$ cat src/rtl/mem_tester_pkg.sv
// mem_tester_pkg: shared FSM state type and pattern constants for the memory tester.
// Build option: define MEM_TESTER_LFSR_EN to generate the LFSR data pattern instead of the address XOR pattern.
package mem_tester_pkg;
    typedef enum logic [2:0] {S_IDLE, S_WRITE, S_READ, S_DRAIN, S_DONE} state_t;
    localparam logic [15:0] LFSR_SEED = 16'hACE1;
    // Taps 16,14,13,11 expressed as a mask over bits [15:0].
    localparam logic [15:0] LFSR_TAPS = 16'hB400;
    localparam logic [63:0] PAT_XOR = {32{2'b10}};
endpackage

$ cat src/rtl/mem_tester_pattern_gen.sv
// mem_tester_pattern_gen: produces the data pattern for one word index.
// Ports: clk/reset (async, active-high); reload restarts the sequence; step advances it;
// addr is the word address (start_addr + index); pattern is the expected data word.
// Build option: MEM_TESTER_LFSR_EN selects a 16-bit Fibonacci LFSR sequence; otherwise pattern = addr XOR 1010...
module mem_tester_pattern_gen
    import mem_tester_pkg::*;
#(
    parameter int ADDR_W = 25,
    parameter int DATA_W = 16
) (
    input  logic              clk,
    input  logic              reset,
    input  logic              reload,
    input  logic              step,
    input  logic [ADDR_W-1:0] addr,
    output logic [DATA_W-1:0] pattern
);
`ifdef MEM_TESTER_LFSR_EN
    logic [15:0] lfsr_q, lfsr_d;
    logic unused_addr;
    assign unused_addr = ^addr;
    assign lfsr_d = reload ? LFSR_SEED : step ? {lfsr_q[14:0], ^(lfsr_q & LFSR_TAPS)} : lfsr_q;
    always_ff @(posedge clk or posedge reset) begin
        if (reset) lfsr_q <= LFSR_SEED;
        else lfsr_q <= lfsr_d;
    end
    assign pattern = DATA_W'(lfsr_q);
`else
    logic unused_ctl;
    assign unused_ctl = ^{clk, reset, reload, step};
    assign pattern = DATA_W'(addr) ^ PAT_XOR[DATA_W-1:0];
`endif
endmodule

$ cat src/rtl/mem_tester_master.sv
// mem_tester_master: Avalon-MM master that writes a pattern to WORD_COUNT words, reads them back and counts mismatches.
// Ports: clk, reset (async, active-high); start/start_addr launch a run; busy/done/pass/error_count/first_fail_addr report it;
// avm_* is the Avalon-MM master interface (pipelined reads, up to MAX_OUTSTANDING in flight).
// Build option: MEM_TESTER_LFSR_EN (handled in mem_tester_pattern_gen) selects the LFSR data pattern.
module mem_tester_master
    import mem_tester_pkg::*;
#(
    parameter int ADDR_W          = 25,
    parameter int DATA_W          = 16,
    parameter int WORD_COUNT      = 1024,
    parameter int MAX_OUTSTANDING = 4
) (
    input  logic              clk,
    input  logic              reset,
    input  logic              start,
    input  logic [ADDR_W-1:0] start_addr,
    output logic              busy,
    output logic              done,
    output logic              pass,
    output logic [15:0]       error_count,
    output logic [ADDR_W-1:0] first_fail_addr,
    output logic              avm_read,
    output logic              avm_write,
    input  logic              avm_waitrequest,
    output logic [ADDR_W-1:0] avm_address,
    output logic [3:0]        avm_byteenable,
    output logic [DATA_W-1:0] avm_writedata,
    input  logic              avm_readdatavalid,
    input  logic [DATA_W-1:0] avm_readdata
);
    localparam logic [ADDR_W:0] LAST_IDX = (ADDR_W+1)'(WORD_COUNT - 1);
    localparam logic [3:0]      MAX_OUT  = 4'(MAX_OUTSTANDING);

    state_t            state_q, state_d;
    logic [ADDR_W-1:0] base_q, base_d, rsp_q, rsp_d, ffa_q, ffa_d, wr_addr, chk_addr;
    logic [ADDR_W:0]   idx_q, idx_d;
    logic [3:0]        out_q, out_d;
    logic [15:0]       err_q, err_d;
    logic              start_acc, wr_acc, rd_acc, rsp_vld, last, mismatch;
    logic [DATA_W-1:0] wr_pat, chk_pat;

    // Address arithmetic wraps naturally in ADDR_W bits.
    assign wr_addr   = base_q + idx_q[ADDR_W-1:0];
    assign chk_addr  = base_q + rsp_q;
    assign start_acc = start && (state_q == S_IDLE || state_q == S_DONE);
    assign avm_write = state_q == S_WRITE;
    assign avm_read  = state_q == S_READ && out_q < MAX_OUT;
    assign wr_acc    = avm_write && !avm_waitrequest;
    assign rd_acc    = avm_read && !avm_waitrequest;
    // Responses only count while reads can be pending; strays never underflow the counter.
    assign rsp_vld   = avm_readdatavalid && (state_q == S_READ || state_q == S_DRAIN) && out_q != '0;
    assign last      = idx_q == LAST_IDX;
    assign mismatch  = rsp_vld && avm_readdata != chk_pat;

    assign busy            = state_q == S_WRITE || state_q == S_READ || state_q == S_DRAIN;
    assign done            = state_q == S_DONE;
    assign pass            = done && err_q == '0;
    assign error_count     = err_q;
    assign first_fail_addr = ffa_q;
    assign avm_address     = (state_q == S_WRITE || state_q == S_READ) ? wr_addr : '0;
    assign avm_writedata   = avm_write ? wr_pat : '0;
    assign avm_byteenable  = 4'hF;

    mem_tester_pattern_gen #(.ADDR_W(ADDR_W), .DATA_W(DATA_W)) u_wr_pat (
        .clk(clk), .reset(reset), .reload(start_acc), .step(wr_acc), .addr(wr_addr), .pattern(wr_pat)
    );
    mem_tester_pattern_gen #(.ADDR_W(ADDR_W), .DATA_W(DATA_W)) u_chk_pat (
        .clk(clk), .reset(reset), .reload(start_acc), .step(rsp_vld), .addr(chk_addr), .pattern(chk_pat)
    );

    always_comb begin
        state_d = state_q;
        base_d  = base_q;
        idx_d   = idx_q;
        rsp_d   = rsp_q;
        out_d   = out_q + {3'b0, rd_acc} - {3'b0, rsp_vld};
        err_d   = err_q;
        ffa_d   = ffa_q;
        if (start_acc) begin
            state_d = S_WRITE;
            base_d  = start_addr;
            idx_d   = '0;
            rsp_d   = '0;
            out_d   = '0;
            err_d   = '0;
            ffa_d   = '0;
        end
        if (wr_acc) begin
            idx_d   = last ? '0 : idx_q + (ADDR_W+1)'(1);
            state_d = last ? S_READ : S_WRITE;
        end
        if (rd_acc) begin
            idx_d   = last ? '0 : idx_q + (ADDR_W+1)'(1);
            state_d = last ? S_DRAIN : S_READ;
        end
        if (state_q == S_DRAIN && out_q == '0) state_d = S_DONE;
        if (rsp_vld) rsp_d = rsp_q + ADDR_W'(1);
        if (mismatch) begin
            err_d = err_q == 16'hFFFF ? err_q : err_q + 16'd1;
            ffa_d = err_q == '0 ? chk_addr : ffa_q;
        end
    end

    always_ff @(posedge clk or posedge reset) begin
        if (reset) begin
            state_q <= S_IDLE;
            base_q  <= '0;
            idx_q   <= '0;
            rsp_q   <= '0;
            out_q   <= '0;
            err_q   <= '0;
            ffa_q   <= '0;
        end else begin
            state_q <= state_d;
            base_q  <= base_d;
            idx_q   <= idx_d;
            rsp_q   <= rsp_d;
            out_q   <= out_d;
            err_q   <= err_d;
            ffa_q   <= ffa_d;
        end
    end
endmodule

$ cat config.mk
export PLATFORM = sky130hd
export DESIGN_NAME = mem_tester_master
export DESIGN_NICKNAME = d
export VERILOG_FILES = /design/src/rtl/mem_tester_pkg.sv /design/src/rtl/mem_tester_pattern_gen.sv /design/src/rtl/mem_tester_master.sv
export SDC_FILE = /design/constraint.sdc
export NUM_CORES = 1
export LEC_CHECK = 0
export CORE_UTILIZATION = 50
export DETAILED_ROUTE_END_ITERATION = 12
export PLACE_DENSITY = 0.75
export SLEW_MARGIN = 15
export SYNTH_ARGS = -nofsm -noshare
export SYNTH_HDL_FRONTEND = slang
export SYNTH_HIERARCHICAL = 1
export SYNTH_SLANG_ARGS = --single-unit
$ cat constraint.sdc
create_clock -name clk -period 6.06 [get_ports clk]
set_input_delay 1.818 -clock clk [delete_from_list [all_inputs] [get_ports clk]]
set_output_delay 1.818 -clock clk [all_outputs]
set_load 0.05 [all_outputs]
---- Yosys cells after proc, flatten, opt, wreduce, memory -nomap -nowiden ----
Cells that the tools add are included.
word-level totals
  bits in registers ....................... 124
  word-level logic and storage cells ...... 70
operators by class
  mux-type cells .......................... 20
  reductions and logical operators ........ 24
  bitwise logic cells ..................... 2
  order comparisons ....................... 1
  $add $sub $neg .......................... 7
  equality and inequality tests ........... 9
operator list
  cell                   count
  $mux 25                5
  $mux 26                4
  $mux 16                4
  $add 25x25->25         2
  $add 26x1->26 const B  1
  $eq 26x10->1 const B   1
  $add 25x1->25 const B  1
  $add 16x1->16 const B  1
  $eq 16x16->1 const B   1
  $logic_not 16->1       1
  $ne 16x16->1           1
  $not 8->8              2
  $mux 3                 4
  $logic_and 1x1->1      9
  $reduce_bool 4->1      2
  $eq 3x2->1 const B     2
  $add 4x1->4            1
  $logic_not 4->1        1
  $logic_or 1x1->1       4
  $lt 4x3->1 const B     1
  $mux 4                 1
  $reduce_and 2->1       2
  $reduce_bool 2->1      2
  $sub 4x1->4            1
  other kinds (9)        9

---- Logic depth before layout (Yosys ltp) ----
  depth in word-level cells ............... 7
  mapped depth ............................ 17

---- Hierarchy ----
The synthesis kept the hierarchy.
by module, submodules not included
  module                  cells an instance  area each (um2)  times used  seq. area each (um2)
  mem_tester_master       1,045              9,019.9          1           3,103.0
  mem_tester_pattern_gen  16                 90.1             2           0.0

---- Worst setup path after synthesis ----
OpenSTA, ideal clock, no wires.
  path kind ............................... flip-flop to output port
  start ................................... register idx_q[0]
  end ..................................... output avm_address[18]
  cell stages (with the launch flop) ...... 10
  path buffers ............................ 0
  data arrival time ....................... 3,157 ps
  required time ........................... 4,242 ps
  slack ................................... 1,085 ps
  cell sequence ........................... dfrtp_1 > ha_1 > fa_1 > a21oi_1 > o21ai_1 > o2111ai_1 > a211o_1 > a21oi_1 > o21ai_0 > nor3b_1
on the way
  word-level cells in the longest chain between the ends .. 2
RTL lines
  element                 line                      source
  from (decl)             mem_tester_master.sv:36   logic [ADDR_W:0] idx_q, idx_d;
  from (signal assigned)  mem_tester_master.sv:116  idx_q <= idx_d;
  $add 25x25->25          mem_tester_master.sv:43   assign wr_addr = base_q + idx_q[ADDR_W-1:0];
  $mux 25                 mem_tester_master.sv:60   assign avm_address = (state_q == S_WRITE || state_q == S_READ) ? wr_addr : '0;
  to (decl)               mem_tester_master.sv:25   output logic [ADDR_W-1:0] avm_address,
No other way between the ends.

---- Final worst setup path ----
  start ................................... register idx_q[0]
  end ..................................... output avm_address[22]
Same word-level chain as after synthesis.

==> results.sh <==
export IMPL_outcome="finished clean"
export IMPL_rows=49
export IMPL_cap_violations=0
export IMPL_placed_cells_incl_taps=1384
export IMPL_cts_sinks=124
export IMPL_design_area_um2=11100
export IMPL_vias=8022
export IMPL_cts_root_buf="clkbuf_16"
export IMPL_post_cts_buffers=0
export IMPL_min_period_ps=5592
export IMPL_syn_avg_cell_area_um2=8.546
export IMPL_drive_gt1_share_pct=7.161
export IMPL_hold_violations=0
export IMPL_n_antenna_cell=0
export IMPL_slew_viol_final=0
export IMPL_fin_ws_ps=468.2
export IMPL_grt_pass1_wl_um=36630
export IMPL_core_um2=17960
export IMPL_cts_hold_repair_buffers=0
export IMPL_setup_tns_final_ps=0
export IMPL_placed_area_um2=10510
export IMPL_synthCells=1074
export IMPL_crit_path_start_kind="register"
export IMPL_holdWs_ps=492.5
export IMPL_grt_max_degree=77
export IMPL_power_leakage_nw=5.258
export IMPL_worst_endpoint_arrival_ps=3770
export IMPL_fin_util_pct=61.82
export IMPL_critPathCaptureType="primary output"
export IMPL_first_pass_iters=7
export IMPL_route_detailed_wl_per_inst_um=15.94
export IMPL_yosysWarnings=6
export IMPL_fin_nets=1280
export IMPL_synth_area_um2=9179
export IMPL_syn2layout_area_growth_pct=20.98
export IMPL_viasPerCell=5.665
export IMPL_routed_wl_um=22560
export IMPL_fmax_mhz=178.8
export IMPL_grt_antenna_before_repair=0
export IMPL_gr_usage_all_layers_pct=24.72
export IMPL_cts_tree="built"
export IMPL_power_density_nw_per_um2=233.3
export IMPL_place_ws_ps=870.8
export IMPL_path_class="register to primary output"
export IMPL_clock_latency_ps=420
export IMPL_cp_required_ps=4240
export IMPL_cts_buffer_depth=2
export IMPL_max_slew_margin_pct=34.43
export IMPL_hp_class="register to register"
export IMPL_fin_total_pwr_mw=2.590
export IMPL_dieHeight_um=137.5
export IMPL_ant_nets=0
export IMPL_drt_initial_drc_count=558
export IMPL_path_max_fanout=6
export IMPL_ios=137
export IMPL_die_x_um=137.5
export IMPL_fin_skew_ps=9.732
export IMPL_setup_viol=0
export IMPL_port_buffers=132
export IMPL_drc=0
export IMPL_path_clk_slew_ps=60
export IMPL_dieArea_um2=18900
export IMPL_gp_congestion=0.8916
export IMPL_cts_resized=0
export IMPL_worst_pin_slew_ps=983.6
export IMPL_instances_no_fill=1416
export IMPL_rsz0062_at_grt="no"
export IMPL_gr_total_overflow=0
export IMPL_grt_pass1_vias=7435
export IMPL_start_util_pct=51.10
export IMPL_timing_final_crit_share_pct=92.27
export IMPL_cts_made_buffers=17
export IMPL_hpwl_um=16800
export IMPL_cts_htree_levels=4
export IMPL_peakVddDrop_uv=475.7
-- sequential cells by signal, summed over array words and instances, names as in the netlist --
signal           count
base_q              25
first_fail_addr     25
state_q              3
out_q                4
rsp_q               25
error_count         16
idx_q               26
-- power by group --
part / internal [mW] / leakage (nW) / total, mW / switching, mW
clock: 0.628 / 0.285 / 1.02 / 0.387
sequential: 0.863 / 1.69 / 0.907 / 0.0436
combinational: 0.255 / 3.28 / 0.669 / 0.414
-- layout by cell type (no fill, tap or decap), types with 8 or more instances in the layout --
cell type / instances
a31oi_1: 10
o21ai_0: 58
and3_1: 36
or3_1: 11
nand3_1: 50
nand4_1: 20
inv_1: 48
clkdlybuf4s50_1: 132
nand2_1: 161
o211ai_1: 13
a21o_1: 17
ha_1: 57
clkbuf_16: 17
o31ai_1: 10
and2_1: 31
and3b_1: 17
a21oi_1: 54
xor2_1: 42
xnor2_1: 44
mux2_2: 19
nor4_1: 12
nor3_1: 13
o21bai_1: 8
dfrtp_1: 124
nor2_1: 57
-- per-layer routing --
metal / global-route usage, % / wire length (um) / vias to the layer above
met1: 34.82 / 10990 / 3779
met2: 39.56 / 10200 / 244
met3: 3.274 / 1001 / 34
li1: - / - / 3965
met4: 7.082 / 370 / 0
met5: 0 / 0 / -
-- cell type report --
| cell class | instances | area, um^2 |
|---|---|---|
| Multi-Input combinational cell | 842 | 5557 |
| Inverter | 50 | 190.2 |
| Tap cell | 229 | 286.5 |
| Fill cell | 1575 | 6859 |
| Sequential cell | 124 | 3103 |
| Timing Repair Buffer | 139 | 1374 |
| Clock buffer | 19 | 452.9 |
| Clock inverter | 13 | 141.4 |
-- path summary, 6_finish.rpt --
| check | from | end | slack (ps) | cells after the start |
|---|---|---|---|---|
| worst max-delay path | idx_q[0] | avm_address[22] | 470 | 10 |
| worst min-delay path | rsp_q[24] | rsp_q[24] | 490 | 1 |
| worst max register to register | rsp_q[0] | error_count[4] | 1430 | 14 |
| worst min register to register | rsp_q[24] | rsp_q[24] | 490 | 1 |
| max in group asynchronous | reset | error_count[0] | 3130 | 3 |
| min in group asynchronous | reset | base_q[5] | 1970 | 2 |
-- critical path, cell delays in order (launching register included) --
cell and delay (ps):
dfrtp_1 430, ha_1 230, fa_1 410, a21oi_1 220, o21ai_1 130, o2111ai_1 310, o211ai_1 210, a21oi_1 250
o21a_1 150, mux2_1 310, clkdlybuf4s50_1 700
No activity file was read; power rests on OpenSTA's default activity.
